File: src/rtl/iq_mix_integrate_pkg.sv
// Shared widths and helpers for the IQ mixer / integrate-and-dump datapath.
package iq_mix_integrate_pkg;

    localparam int D_WIDTH_DEF   = 12;
    localparam int C_WIDTH_DEF   = 12;
    localparam int ACC_WIDTH_DEF = 40;
    localparam int SYM_LEN_W     = 16;

    // A window length of zero is treated as a single-sample window.
    function automatic logic [SYM_LEN_W-1:0] eff_len(input logic [SYM_LEN_W-1:0] len);
        return (len == '0) ? SYM_LEN_W'(1) : len;
    endfunction

endpackage

File: src/rtl/iad_accum.sv
// Integrate-and-dump over a programmable number of valid samples, restartable by sym_sync.
module iad_accum
    import iq_mix_integrate_pkg::*;
#(
    parameter int IN_WIDTH  = 24,
    parameter int ACC_WIDTH = 40
) (
    input  logic                   clk,
    input  logic                   rst,
    input  logic                   enable,
    input  logic                   in_vld,
    input  logic [IN_WIDTH-1:0]    in_data,
    input  logic [SYM_LEN_W-1:0]   sym_len,
    input  logic                   sym_sync,
    output logic [ACC_WIDTH-1:0]   sym_out,
    output logic                   sym_vld
);

    logic [ACC_WIDTH-1:0] acc_q, acc_d;
    logic [SYM_LEN_W-1:0] cnt_q, cnt_d;
    logic [SYM_LEN_W-1:0] len_q, len_d;
    logic [ACC_WIDTH-1:0] sym_q, sym_d;
    logic                 sym_vld_q, sym_vld_d;

    logic [ACC_WIDTH-1:0] in_ext;
    logic [ACC_WIDTH-1:0] acc_base;
    logic [ACC_WIDTH-1:0] sum;
    logic [SYM_LEN_W-1:0] cnt_base;
    logic [SYM_LEN_W-1:0] len_cur;

    // A sync makes the current cycle look like the start of a fresh window, so a
    // coincident sample is processed exactly as the first sample of that window.
    always_comb begin
        in_ext    = {{(ACC_WIDTH-IN_WIDTH){in_data[IN_WIDTH-1]}}, in_data};
        acc_base  = sym_sync ? '0 : acc_q;
        cnt_base  = sym_sync ? '0 : cnt_q;
        len_cur   = (cnt_base == '0) ? eff_len(sym_len) : len_q;
        sum       = acc_base + in_ext;

        acc_d     = acc_base;
        cnt_d     = cnt_base;
        len_d     = len_q;
        sym_d     = sym_q;
        sym_vld_d = 1'b0;

        if (in_vld) begin
            len_d = len_cur;
            if (cnt_base == len_cur - SYM_LEN_W'(1)) begin
                sym_d     = sum;
                sym_vld_d = 1'b1;
                acc_d     = '0;
                cnt_d     = '0;
            end else begin
                acc_d = sum;
                cnt_d = cnt_base + SYM_LEN_W'(1);
            end
        end
    end

    always_ff @(posedge clk) begin
        if (rst) begin
            acc_q     <= '0;
            cnt_q     <= '0;
            len_q     <= SYM_LEN_W'(1);
            sym_q     <= '0;
            sym_vld_q <= 1'b0;
        end else if (enable) begin
            acc_q     <= acc_d;
            cnt_q     <= cnt_d;
            len_q     <= len_d;
            sym_q     <= sym_d;
            sym_vld_q <= sym_vld_d;
        end
    end

    assign sym_out = sym_q;
    assign sym_vld = sym_vld_q;

endmodule

File: src/rtl/iq_mix_integrate.sv
// Two-stage IQ mixer (data*cos, -(data*sin)) feeding per-rail integrate-and-dump.
module iq_mix_integrate
    import iq_mix_integrate_pkg::*;
#(
    parameter int D_WIDTH   = D_WIDTH_DEF,
    parameter int C_WIDTH   = C_WIDTH_DEF,
    parameter int ACC_WIDTH = ACC_WIDTH_DEF
) (
    input  logic                         clk,
    input  logic                         rst,
    input  logic                         enable,
    input  logic [D_WIDTH-1:0]           data_in,
    input  logic                         data_vld,
    input  logic [C_WIDTH-1:0]           NCO_cos,
    input  logic [C_WIDTH-1:0]           NCO_sin,
    input  logic                         NCO_vld,
    input  logic [SYM_LEN_W-1:0]         sym_len,
    input  logic                         sym_sync,
    output logic [D_WIDTH+C_WIDTH-1:0]   mix_I,
    output logic [D_WIDTH+C_WIDTH-1:0]   mix_Q,
    output logic                         mix_vld,
    output logic [ACC_WIDTH-1:0]         sym_I,
    output logic [ACC_WIDTH-1:0]         sym_Q,
    output logic                         sym_vld
);

    localparam int M_WIDTH = D_WIDTH + C_WIDTH;

    logic [D_WIDTH-1:0] data_q, data_d;
    logic [C_WIDTH-1:0] cos_q, cos_d;
    logic [C_WIDTH-1:0] sin_q, sin_d;
    logic               s1_vld_q, s1_vld_d;
    logic [M_WIDTH-1:0] mix_i_q, mix_i_d;
    logic [M_WIDTH-1:0] mix_q_q, mix_q_d;
    logic               mix_vld_q, mix_vld_d;

    logic signed [M_WIDTH-1:0] data_x, cos_x, sin_x;
    logic signed [M_WIDTH-1:0] prod_i, prod_q;
    logic                      sym_vld_i, sym_vld_qr;

    always_comb begin
        data_d   = data_in;
        cos_d    = NCO_cos;
        sin_d    = NCO_sin;
        s1_vld_d = data_vld & NCO_vld;

        // Operands widened to the full product width so the multiply is exact.
        data_x   = M_WIDTH'($signed(data_q));
        cos_x    = M_WIDTH'($signed(cos_q));
        sin_x    = M_WIDTH'($signed(sin_q));
        prod_i   = data_x * cos_x;
        prod_q   = -(data_x * sin_x);

        mix_i_d   = s1_vld_q ? prod_i : mix_i_q;
        mix_q_d   = s1_vld_q ? prod_q : mix_q_q;
        mix_vld_d = s1_vld_q;
    end

    always_ff @(posedge clk) begin
        if (rst) begin
            data_q    <= '0;
            cos_q     <= '0;
            sin_q     <= '0;
            s1_vld_q  <= 1'b0;
            mix_i_q   <= '0;
            mix_q_q   <= '0;
            mix_vld_q <= 1'b0;
        end else if (enable) begin
            data_q    <= data_d;
            cos_q     <= cos_d;
            sin_q     <= sin_d;
            s1_vld_q  <= s1_vld_d;
            mix_i_q   <= mix_i_d;
            mix_q_q   <= mix_q_d;
            mix_vld_q <= mix_vld_d;
        end
    end

    iad_accum #(.IN_WIDTH(M_WIDTH), .ACC_WIDTH(ACC_WIDTH)) u_iad_i (
        .clk      (clk),
        .rst      (rst),
        .enable   (enable),
        .in_vld   (mix_vld_q),
        .in_data  (mix_i_q),
        .sym_len  (sym_len),
        .sym_sync (sym_sync),
        .sym_out  (sym_I),
        .sym_vld  (sym_vld_i)
    );

    iad_accum #(.IN_WIDTH(M_WIDTH), .ACC_WIDTH(ACC_WIDTH)) u_iad_q (
        .clk      (clk),
        .rst      (rst),
        .enable   (enable),
        .in_vld   (mix_vld_q),
        .in_data  (mix_q_q),
        .sym_len  (sym_len),
        .sym_sync (sym_sync),
        .sym_out  (sym_Q),
        .sym_vld  (sym_vld_qr)
    );

    assign mix_I   = mix_i_q;
    assign mix_Q   = mix_q_q;
    assign mix_vld = mix_vld_q;
    // Both rails share identical window control, so their strobes always agree.
    assign sym_vld = sym_vld_i & sym_vld_qr;

endmodule

File: config.mk
export PLATFORM = sky130hd
export DESIGN_NAME = iq_mix_integrate
export DESIGN_NICKNAME = d
export VERILOG_FILES = /design/src/rtl/iq_mix_integrate_pkg.sv /design/src/rtl/iad_accum.sv /design/src/rtl/iq_mix_integrate.sv
export SDC_FILE = /design/constraint.sdc
export NUM_CORES = 2
export LEC_CHECK = 0
export ABC_AREA = 1
export CORE_ASPECT_RATIO = 0.6
export CORE_MARGIN = 5
export CORE_UTILIZATION = 35
export CTS_BUF_LIST = sky130_fd_sc_hd__clkbuf_16
export CTS_CLUSTER_DIAMETER = 150
export CTS_CLUSTER_SIZE = 8
export DETAILED_ROUTE_END_ITERATION = 8
export PLACE_DENSITY = 0.54
export SLEW_MARGIN = 20
export SYNTH_ARGS = -nofsm -noshare
export SYNTH_HDL_FRONTEND = slang
export SYNTH_HIERARCHICAL = 1
export SYNTH_SLANG_ARGS = --single-unit
File: constraint.sdc
create_clock -name clk -period 6.2 [get_ports clk]
set_clock_uncertainty 0.1 [all_clocks]
set_input_delay 0.93 -clock clk [delete_from_list [all_inputs] [get_ports clk]]
set_output_delay 0.93 -clock clk [all_outputs]
set_load 0.005 [all_outputs]
==> results.cfg <==
[cts]
clk_latency_ns = 0.60
cts_buffer_depth = 3
ctsHoldBuffers = 0
ctsRootBufferMaster = clkbuf_16
clkSinkCount = 312
clkTransAtPathRegs_ns = 0.05
cts_setup_buffers = 0
cts-resized-gates = 0
cts_buffers = 45
htreeDepth = 2
cts_tree = built

[floorplanning]
core.rowCount = 86
core_area_um2 = 92200
ioPinCount = 188
fp.dieArea_um2 = 99800
initial_utilization = 0.354
die_x_um = 404
die_h_um = 247

[timing]
period_share = 0.923
grt_setup_unrepaired = no
hold_viol_final = 0
slew_headroom = 0.299
drv_slew = 0
hold_ws_ns = 0.363
tightest_slew_ns = 1.05
timing.fmax_ghz = 0.175
setup_violations = 0
tns_ns = 0
period_needed_ns = 5.73

[place]
gp_congestion = 0.896
hpwlAfterDp_um = 81100
numPlacedInstances = 6212
port_buffers = 187

[power_and_ir_drop]
power_density_nw_per_um2 = 233
report.power.total_mw = 8.58
ir_worst_vdd_uv = 219
p_leak_nw = 18.9

[synthesis]
yosys.cell_count.top_type = nand2_1
ys_types = 52
syn-num-nets = 5477
synth_edf_count = 0
seq_area_frac_synth = 0.191
ys_seq_elements = 312
netlist_instances = 4932
avgSynthCellArea_um2 = 6.63
yosys.area.top_type_share = 0.191
synth.area.top_cells = dfxtp_1 (19%), fa_1 (17%), nand2_1 (13%)
synth_top_area_cell = dfxtp_1
async_flop_share = 0
netlist_top_cells_count = nand2_1 (1145), inv_1 (952), nor2_1 (628)
synth_top_flop_cell = dfxtp_1
synth.cell_area_um2 = 32700
synth_warnings = 6

[worst_setup_path]
crit_fanout = 14
crit_path_start_kind = flop
max_stage_delay_ns = 0.67
crit_type = reg -> reg
end_kind = flop
crit_required_ns = 6.63
critPathArrivalTime_ns = 6.16
cp_slowest_cell = dfxtp_1
crit_top_cell = fa_1
crit_path_cell_trace = buf_4 -> nand2_1 -> fa_1 -> inv_1 -> fa_1 -> inv_1 -> fa_1 -> inv_1 -> fa_1 -> fa_1 -> ha_1 -> nand2_1 -> nor2_1 -> nor2b_1 -> nand4_1 -> nand3_1 -> nand2_1 -> nand3_1 -> nand2_1 -> inv_1

[detailed_routing]
ant_nets = 0
drcViolationCount = 0
drt_iter0_drc = 2431
firstDrtPassIters = 5
avgViaCountPerCell = 4.83
dr_total_vias = 30300
drt-total-wl_um = 103000
wl_per_cell_um = 16.5

[final_layout]
area_growth_pct = 12.7
nFillCells = 9862
fin_nets = 5572
drive_gt1_frac = 0.0394
layout.cells.non_filler = 6262
regArea_um2 = 6250
multi_input_area_um2 = 21900
antenna-diode-count = 0

[global_routing]
grt_first_pass_wirelength_um = 165000
grt_pass1_vias = 28700
grt_overflow = 0
grt_use_total = 0.206
grt_start_max_net_pins = 93
antenna_found_initial = 0

[outcome]
status = completed

[min_path]
hp-class = reg -> reg

[run]
cap_viol_max_count = 0
worst max-delay path, delay by kind of cell, from the launching register on:
kind / cells / cell delay (ns)
fa+ha+maj: 6 / 2.99
simple gates: 9 / 1.24
buf+inv: 5 / 0.67
flops: 1 / 0.67
area by class of cell:
| class | count | area share |
|---|---|---|
| Clock inverter | 5 | 0.00146 |
| Tap cell | 1232 | 0.0418 |
| Inverter | 965 | 0.0984 |
| Multi-Input combinational cell | 3463 | 0.595 |
| Sequential cell | 312 | 0.170 |
| Timing Repair Buffer | 240 | 0.0631 |
| Clock buffer | 45 | 0.0306 |
per-layer routing:
metal	GRT usage	vias to the layer above	part of all wire
met5	0	-	0
met4	0.0390	0	0.018
met3	0.0305	92	0.062
met2	0.286	783	0.38
met1	0.332	14000	0.54
li1	-	15300	-
cells by family after synthesis:
family,Yosys count,synth area share
flip-flops,312,0.191
buffers and inverters,1157,0.138
adder cells (fa/ha/maj),487,0.249
XOR/XNOR,135,0.0362
AO/OA/AOI/OAI,772,0.128
AND/OR/NAND/NOR,2069,0.258
cell usage in the layout, fill, tap and decap left out, types with 152 or more instances in the layout:
cell             netlist  final
inv_1                952    949
dfxtp_1              312    312
nand2_1             1145   1145
nor2_1               628    628
fa_1                 272    272
ha_1                 215    215
clkdlybuf4s50_1        0    184
a21oi_1              276    276
o21ai_0              310    310
nand3_1              152    152
per-stage QoR:
stage / area, um2 / setup WS (ns) / util
floorplan: 32700 / 0.975 / -
global placement: 35700 / 0.608 / 0.387
detailed placement: 35700 / 0.569 / 0.387
CTS: 36800 / 0.548 / 0.399
global route: 36800 / 0.118 / 0.399
finish: 36800 / 0.475 / 0.399
path summary, 6_finish.rpt:
path,from,cells after the start,end,slack (ns)
setup / recovery,data_q[11],20,mix_I[22],0.47
hold / removal,u_iad_q/cnt_q[0],2,u_iad_q/cnt_q[0],0.36
setup reg to reg,data_q[11],20,mix_I[22],0.47
hold reg to reg,u_iad_q/cnt_q[0],2,u_iad_q/cnt_q[0],0.36
power breakdown:
group | switching, mW | internal, mW | leakage [nW]
registers | 0.128 | 2.09 | 2.55
clock network | 0.982 | 1.28 | 0.577
logic | 2.65 | 1.45 | 15.7
sequential cells by signal, summed over array words and instances (netlist names), 24 cells and up:
register         flops
u_iad_q/acc_q       40
mix_Q               24
u_iad_i/acc_q       40
u_iad_q/sym_out     40
u_iad_i/sym_out     40
mix_I               24
(Power assumes the default switching activity.)
